$ cat config.mk
export PLATFORM = sky130hd
export DESIGN_NAME = piso_shift_reg
export DESIGN_NICKNAME = d
export VERILOG_FILES = /design/src/rtl/piso_shift_reg_pkg.sv /design/src/rtl/piso_bit_counter.sv /design/src/rtl/piso_shift_reg.sv
export SDC_FILE = /design/constraint.sdc
export NUM_CORES = 1
export LEC_CHECK = 0
export ABC_CLOCK_PERIOD_IN_PS = 3220
export CELL_PAD_IN_SITES_DETAIL_PLACEMENT = 0
export CELL_PAD_IN_SITES_GLOBAL_PLACEMENT = 2
export CORE_MARGIN = 4
export CORE_UTILIZATION = 36
export DETAILED_ROUTE_END_ITERATION = 12
export HOLD_SLACK_MARGIN = 0.15
export PLACE_DENSITY_LB_ADDON = 0.1
export SYNTH_ARGS = -nofsm -noshare
export SYNTH_HDL_FRONTEND = slang
export SYNTH_HIERARCHICAL = 1
export SYNTH_SLANG_ARGS = --single-unit
$ cat constraint.sdc
create_clock -name clk -period 3.22 [get_ports clk]
set_input_delay 0.483 -clock clk [delete_from_list [all_inputs] [get_ports clk]]
set_output_delay 0.483 -clock clk [all_outputs]
set_load 0.01 [all_outputs]
$ cat src/rtl/piso_shift_reg_pkg.sv
// piso_shift_reg_pkg: shared state encoding and clog2 helper for the serial data-storage blocks
// Contents:
//   state_e - IDLE (no word held) / SHIFT (word being emitted)
//   clog2   - minimum bit count able to hold values 0..n-1, never less than 1
package piso_shift_reg_pkg;

    typedef enum logic {
        ST_IDLE  = 1'b0,
        ST_SHIFT = 1'b1
    } state_e;

    function automatic int clog2(input int n);
        int r;
        r = 1;
        for (int i = 1; i < 32; i++)
            if ((1 << i) < n) r = i + 1;
        return r;
    endfunction

endpackage

$ cat src/rtl/piso_bit_counter.sv
// piso_bit_counter: loadable down-counter with decrement enable and zero flag
// Ports:
//   clk        - rising-edge clock
//   rst_n      - synchronous active-low reset, clears the count
//   load_i     - load load_val_i (wins over dec_i)
//   load_val_i - value to load
//   dec_i      - decrement by one; saturates at zero
//   zero_o     - count is zero
module piso_bit_counter #(
    parameter int CW = 3
) (
    input  logic          clk,
    input  logic          rst_n,
    input  logic          load_i,
    input  logic [CW-1:0] load_val_i,
    input  logic          dec_i,
    output logic          zero_o
);

    logic [CW-1:0] cnt_q, cnt_d;

    always_comb begin
        zero_o = (cnt_q == '0);
        cnt_d  = load_i ? load_val_i : (dec_i && !zero_o) ? cnt_q - CW'(1) : cnt_q;
    end

    always_ff @(posedge clk) begin
        if (!rst_n) cnt_q <= '0;
        else        cnt_q <= cnt_d;
    end

endmodule

$ cat src/rtl/piso_shift_reg.sv
// piso_shift_reg: parallel-in serial-out shift register with valid/ready on both sides
// Ports:
//   clk        - rising-edge clock
//   rst_n      - synchronous active-low reset
//   load_valid - upstream offers load_data
//   load_ready - a word can be accepted this cycle (combinational from ser_ready)
//   load_data  - parallel word, captured on the load handshake
//   ser_out    - current serial bit
//   ser_valid  - ser_out holds a valid bit
//   ser_last   - ser_out is the final bit of the word
//   ser_ready  - downstream accepts the current bit
module piso_shift_reg
    import piso_shift_reg_pkg::*;
#(
    parameter int WIDTH     = 8,
    parameter bit MSB_FIRST = 1'b1
) (
    input  logic             clk,
    input  logic             rst_n,
    input  logic             load_valid,
    output logic             load_ready,
    input  logic [WIDTH-1:0] load_data,
    output logic             ser_out,
    output logic             ser_valid,
    output logic             ser_last,
    input  logic             ser_ready
);

    localparam int            CW   = clog2(WIDTH);
    localparam logic [CW-1:0] LAST = CW'(WIDTH - 1);

    state_e           state_q, state_d;
    logic [WIDTH-1:0] shift_q, shift_d;
    logic             cnt_zero, bit_hs, load_hs;

    always_comb begin
        ser_valid  = (state_q == ST_SHIFT);
        ser_last   = ser_valid && cnt_zero;
        ser_out    = MSB_FIRST ? shift_q[WIDTH-1] : shift_q[0];
        bit_hs     = ser_valid && ser_ready;
        // Accepting on the last-bit beat lets back-to-back words stream without a bubble.
        load_ready = !ser_valid || (bit_hs && ser_last);
        load_hs    = load_valid && load_ready;
        shift_d    = load_hs ? load_data
                   : bit_hs  ? (MSB_FIRST ? shift_q << 1 : shift_q >> 1)
                   : shift_q;
        state_d    = load_hs ? ST_SHIFT : (bit_hs && ser_last) ? ST_IDLE : state_q;
    end

    always_ff @(posedge clk) begin
        if (!rst_n) begin
            state_q <= ST_IDLE;
            shift_q <= '0;
        end else begin
            state_q <= state_d;
            shift_q <= shift_d;
        end
    end

    piso_bit_counter #(.CW(CW)) u_cnt (
        .clk        (clk),
        .rst_n      (rst_n),
        .load_i     (load_hs),
        .load_val_i (LAST),
        .dec_i      (bit_hs),
        .zero_o     (cnt_zero)
    );

endmodule

* Word-level counts from Yosys, hierarchy flattened
Index checks and enable logic that the tools add are counted.
** Storage, ports and cells
- Register bits after elaboration :: 41
- Output and inout bits :: 4
** Operators by class
- Bitwise logic cells :: 1
- Reduce and logical (&&, ||, !) cells :: 13
- Add/subtract/negate cells :: 1
- Multiplexer cells :: 6
** Operators by type and width (number)
- logical NOT 32 bit :: 1
- subtractor 32 x 1 -> 32 bit (second input constant) :: 1
- 2-to-1 mux 8 bit :: 2
- 2-to-1 mux 3 bit :: 2
- nonzero test 2 bit :: 3
- logical AND 1 bit :: 5
- logical NOT 1 bit :: 2
- 2-to-1 mux 1 bit :: 2
- OR reduction 2 bit :: 1
- logical OR 1 bit :: 1
- inverter 1 bit :: 1

* Depth between registers and ports, before layout
- Word-level depth :: 6
- Depth in mapped cells :: 14
- Depth with buffers taken out :: 13

* Cells and area by module
The synthesis kept the hierarchy.
** Modules (own cells, without submodules)
- piso_bit_counter :: cells an instance 229, instances 1, area each 1840.5 um^2
- piso_shift_reg :: cells an instance 62, instances 1, area each 586.8 um^2

* Worst setup path before layout
No wires, ideal clock.
- Path kind :: register to register
- From :: reg u_cnt.cnt_q[19]
- To :: reg u_cnt.cnt_q[14]
- Setup time :: 0.132 ns
- Required time :: 3.088 ns
- Slack :: 0.318 ns
- Path buffers :: 2
- Arrival :: 2.770 ns
- Cell stages (with the launch flop) :: 13
- Clock period less this slack :: 2.902 ns
- Path through :: dfxtp_1 or4_1 or2_1 nor3_1 nand2_1 and2_1 inv_1 and2_1 inv_1 clkbuf_1 clkbuf_1 o21ai_0 a21oi_1
** On the way
- Longest elaborated chain between the ends :: 6
- Elaborated cells between the ends (all ways) :: 8
** RTL lines
- from (decl) :: line piso_bit_counter.sv:20 : logic [CW-1:0] cnt_q, cnt_d;
- from (signal assigned) :: line piso_bit_counter.sv:29 : else cnt_q <= cnt_d;
- logical NOT 32 bit :: line piso_bit_counter.sv:23 : zero_o = (cnt_q == '0);
- via cnt_zero :: line piso_shift_reg.sv:34 : logic cnt_zero, bit_hs, load_hs;
- logical AND 1 bit :: line piso_shift_reg.sv:38 : ser_last = ser_valid && cnt_zero;
- logical AND 1 bit :: line piso_shift_reg.sv:42 : load_ready = !ser_valid || (bit_hs && ser_last);
- logical OR 1 bit :: line piso_shift_reg.sv:42
- via load_ready :: line piso_shift_reg.sv:21 : output logic load_ready,
- logical AND 1 bit :: line piso_shift_reg.sv:43 : load_hs = load_valid && load_ready;
- via load_hs :: line piso_shift_reg.sv:34
- OR reduction 2 bit (no line)
The timed path passes the listed nets, and every way through them passes these cells.
A chain may end at the register's enable or synchronous reset.

* Worst setup path in the final report
- From :: reg u_cnt.cnt_q[19]
- To :: out load_ready
** On the way
- Longest elaborated chain between the ends :: 4
** RTL lines (line)
- logical NOT 32 bit :: piso_bit_counter.sv:23
- via cnt_zero :: piso_shift_reg.sv:34
- logical AND 1 bit :: piso_shift_reg.sv:38
- logical AND 1 bit :: piso_shift_reg.sv:42
- logical OR 1 bit :: piso_shift_reg.sv:42
- to (decl) :: piso_shift_reg.sv:21
The timed path passes the listed nets, and every way through them passes these cells.

==> qor.csv <==
metric,value,unit
cp_top_family,simple AND/OR/NAND/NOR gates,
area_growth,23.6,%
critPathSlowestCell,or4_4,
min_period,3090,ps
rows,29,
yosysSeqAreaShare,33.8,%
startpoint_type,flop,
fp.dieH,90.1,um
clk_latency,300,ps
timing.fmax,0.323,GHz
cts_root_buf,clkbuf_8,
ios,16,
start_util,37.6,%
async_reset_ff_share,0,%
critical_path_buf_inv_count,3,
dieArea,8120,sq um
hp-class,reg -> reg,
fin_setup_tns,0,ps
place_area,2830,sq um
post_cts_resized,2,
synth_cell_type_count,49,
synth_area_leaders,"dfxtp_1 (34%), o21ai_0 (8.0%), or3_1 (5.2%)",
routed_wirelength,6180,um
cts.path.max_buffers,2,
cp_max_fo,6,
ir_drop,0.200,mV
cts_buffers,5,
ys.flop_type,dfxtp_1,
slew_headroom,40.0,%
nFillCells,659,
drv_slew,0,
yosysMostFrequentCell,dfxtp_1,
maxCapViolations,0,
clkSlewWorstSetupHoldPaths,90,ps
ys_ff_latch,41,
rsz0062_at_grt,no,
viasPerCell,5.45,
gp_congestion,0.800,
finalCritPeriodShare,96.1,%
arrival,2610,ps
die_w,90.1,um
wl_met2,2780,um
status,"complete, no violations",
setup_viol,0,
met3RoutedLength,147,um
fp.coreArea,6460,sq um
drt_iter0_markers,99,
avgSynthCellArea,8.34,sq um
cts.htree.levels,2,
synth_top_area_share,33.8,%
hpwl,4420,um
p_leak,1.14,nW
antenna_left,0,
synth_warnings,6,
grt_util_all_layers,15.3,%
cts.sinks,41,
wl_met1,3150,um
criticalPathCategory,reg -> out,
drt-wirelength-per-cell,14.6,um
power.density,469,nW/um^2
cp_cell_sequence,"or4_4, or2_4, nor3_2, buf_4, nand2_1, and2_1, inv_1, clkdlybuf4s50_1",
grt-ovfl-total,0,
grt_max_degree,44,
portBuffers,15,
endpoint_kind,output pin,
highest_layer,met4,
first_global_vias,2134,
critPathRequiredTime,2740,ps
nets,357,
antenna_found_initial,0,
antennaDiodeCount,0,
syn_area,2430,sq um
drive_gt1_share,12.8,%
multi_input_area,1640,sq um
cts_hold_buf,0,
drc_errors,0,
vias,2298,
clock-skew-final,7.07,ps
synthCells,291,
first_pass_iters,4,
cp_slowest_stage_delay,570,ps
cts_tree,done,
tightestPinTransition,893,ps
regArea,821,sq um
synth_edf_count,0,
final_hold_viol_count,0,
postCtsSetupBuffers,0,
grt_pass1_wl,10500,um
synth_top_cell_by_area,dfxtp_1,
stdcell_area,3000,sq um
ys_top_cells_by_count,"dfxtp_1 (41), o21ai_0 (39), or3_1 (20)",
[metal layers]
| layer | GRT usage [%] | vias to the layer above |
|---|---|---|
| li1 | - | 1210 |
| met1 | 20.8 | 1051 |
| met2 | 24.7 | 26 |
| met3 | 2.84 | 11 |
| met4 | 4.85 | 0 |
| met5 | 0 | - |
[final timing paths]
check,startpoint,to,slack (ps),depth (start not counted)
worst max-delay path,u_cnt/cnt_q[19]$_SDFFE_PN0P_,load_ready,130,8
worst min-delay path,u_cnt/cnt_q[27]$_SDFFE_PN0P_,u_cnt/cnt_q[27]$_SDFFE_PN0P_,500,2
worst max register to register,u_cnt/cnt_q[19]$_SDFFE_PN0P_,u_cnt/cnt_q[8]$_SDFFE_PN0P_,510,12
worst min register to register,u_cnt/cnt_q[27]$_SDFFE_PN0P_,u_cnt/cnt_q[27]$_SDFFE_PN0P_,500,2
[flip-flops by register name, summed over array words and instances, names as in the netlist]
| name | flops |
|---|---|
| ser_valid | 1 |
| shift_q | 8 |
| u_cnt/cnt_q | 32 |
[where the power goes]
part	total [W]	switching (W)	internal [W]
clock	0.000509	0.000197	0.000312
sequential	0.000594	0.0000432	0.000551
combinational	0.000303	0.000162	0.000141
total	0.00141	0.000402	0.00100
[through the flow]
stage          util (%)  hold WS (ps)  total power [W]  cells  setup WS (ps)
5_1_grt            46.5           541          0.00149    422           4.48
6_report           46.5           504          0.00141    422            126
3_5_place_dp       43.9           494         0.000897    414            333
4_1_cts            46.1           511          0.00142    422           47.6
2_1_floorplan         -           464         0.000794    321            318
3_3_place_gp       43.9           492         0.000895    414            359
[tightest hold or removal path, delay by kind of cell (launching register included)]
kind | cells | cell delay [ps]
AOI/OAI and AO/OA | 2 | 130
DFF | 1 | 330
[layout make-up]
class                      count  share of cell area (%)
timing repair buffer          32                    9.26
clock buffer                   5                    2.29
sequential                    41                    27.4
tap                           77                    3.21
multi-input combinational    257                    54.7
clock inverter                 3                    2.29
inverter                       7                   0.876
[cell families after synthesis]
logic type                 after synthesis  synth area share [%]
buffers and inverters                   23                  4.43
xor gates and xnor gates                 8                  2.89
and+or+nand+nor                         94                  23.8
adders and majority gates                1                 0.515
AOI/OAI and AO/OA                      108                  28.0
DFF                                     41                  33.8
other                                    2                 0.309
muxes                                   14                  6.24
[cells in the final DEF (no fill, tap or decap), types with 9 or more instances in the layout]
master | Yosys | routed
dfxtp_1 | 41 | 41
o21ai_0 | 39 | 39
conb_1 | 2 | 32
or3_1 | 20 | 20
a21oi_1 | 19 | 19
a31oi_1 | 19 | 19
buf_4 | 1 | 17
clkdlybuf4s50_1 | 0 | 15
or4_1 | 12 | 10
o31ai_1 | 9 | 9
Note: power is estimated with default switching activity, not from simulation.
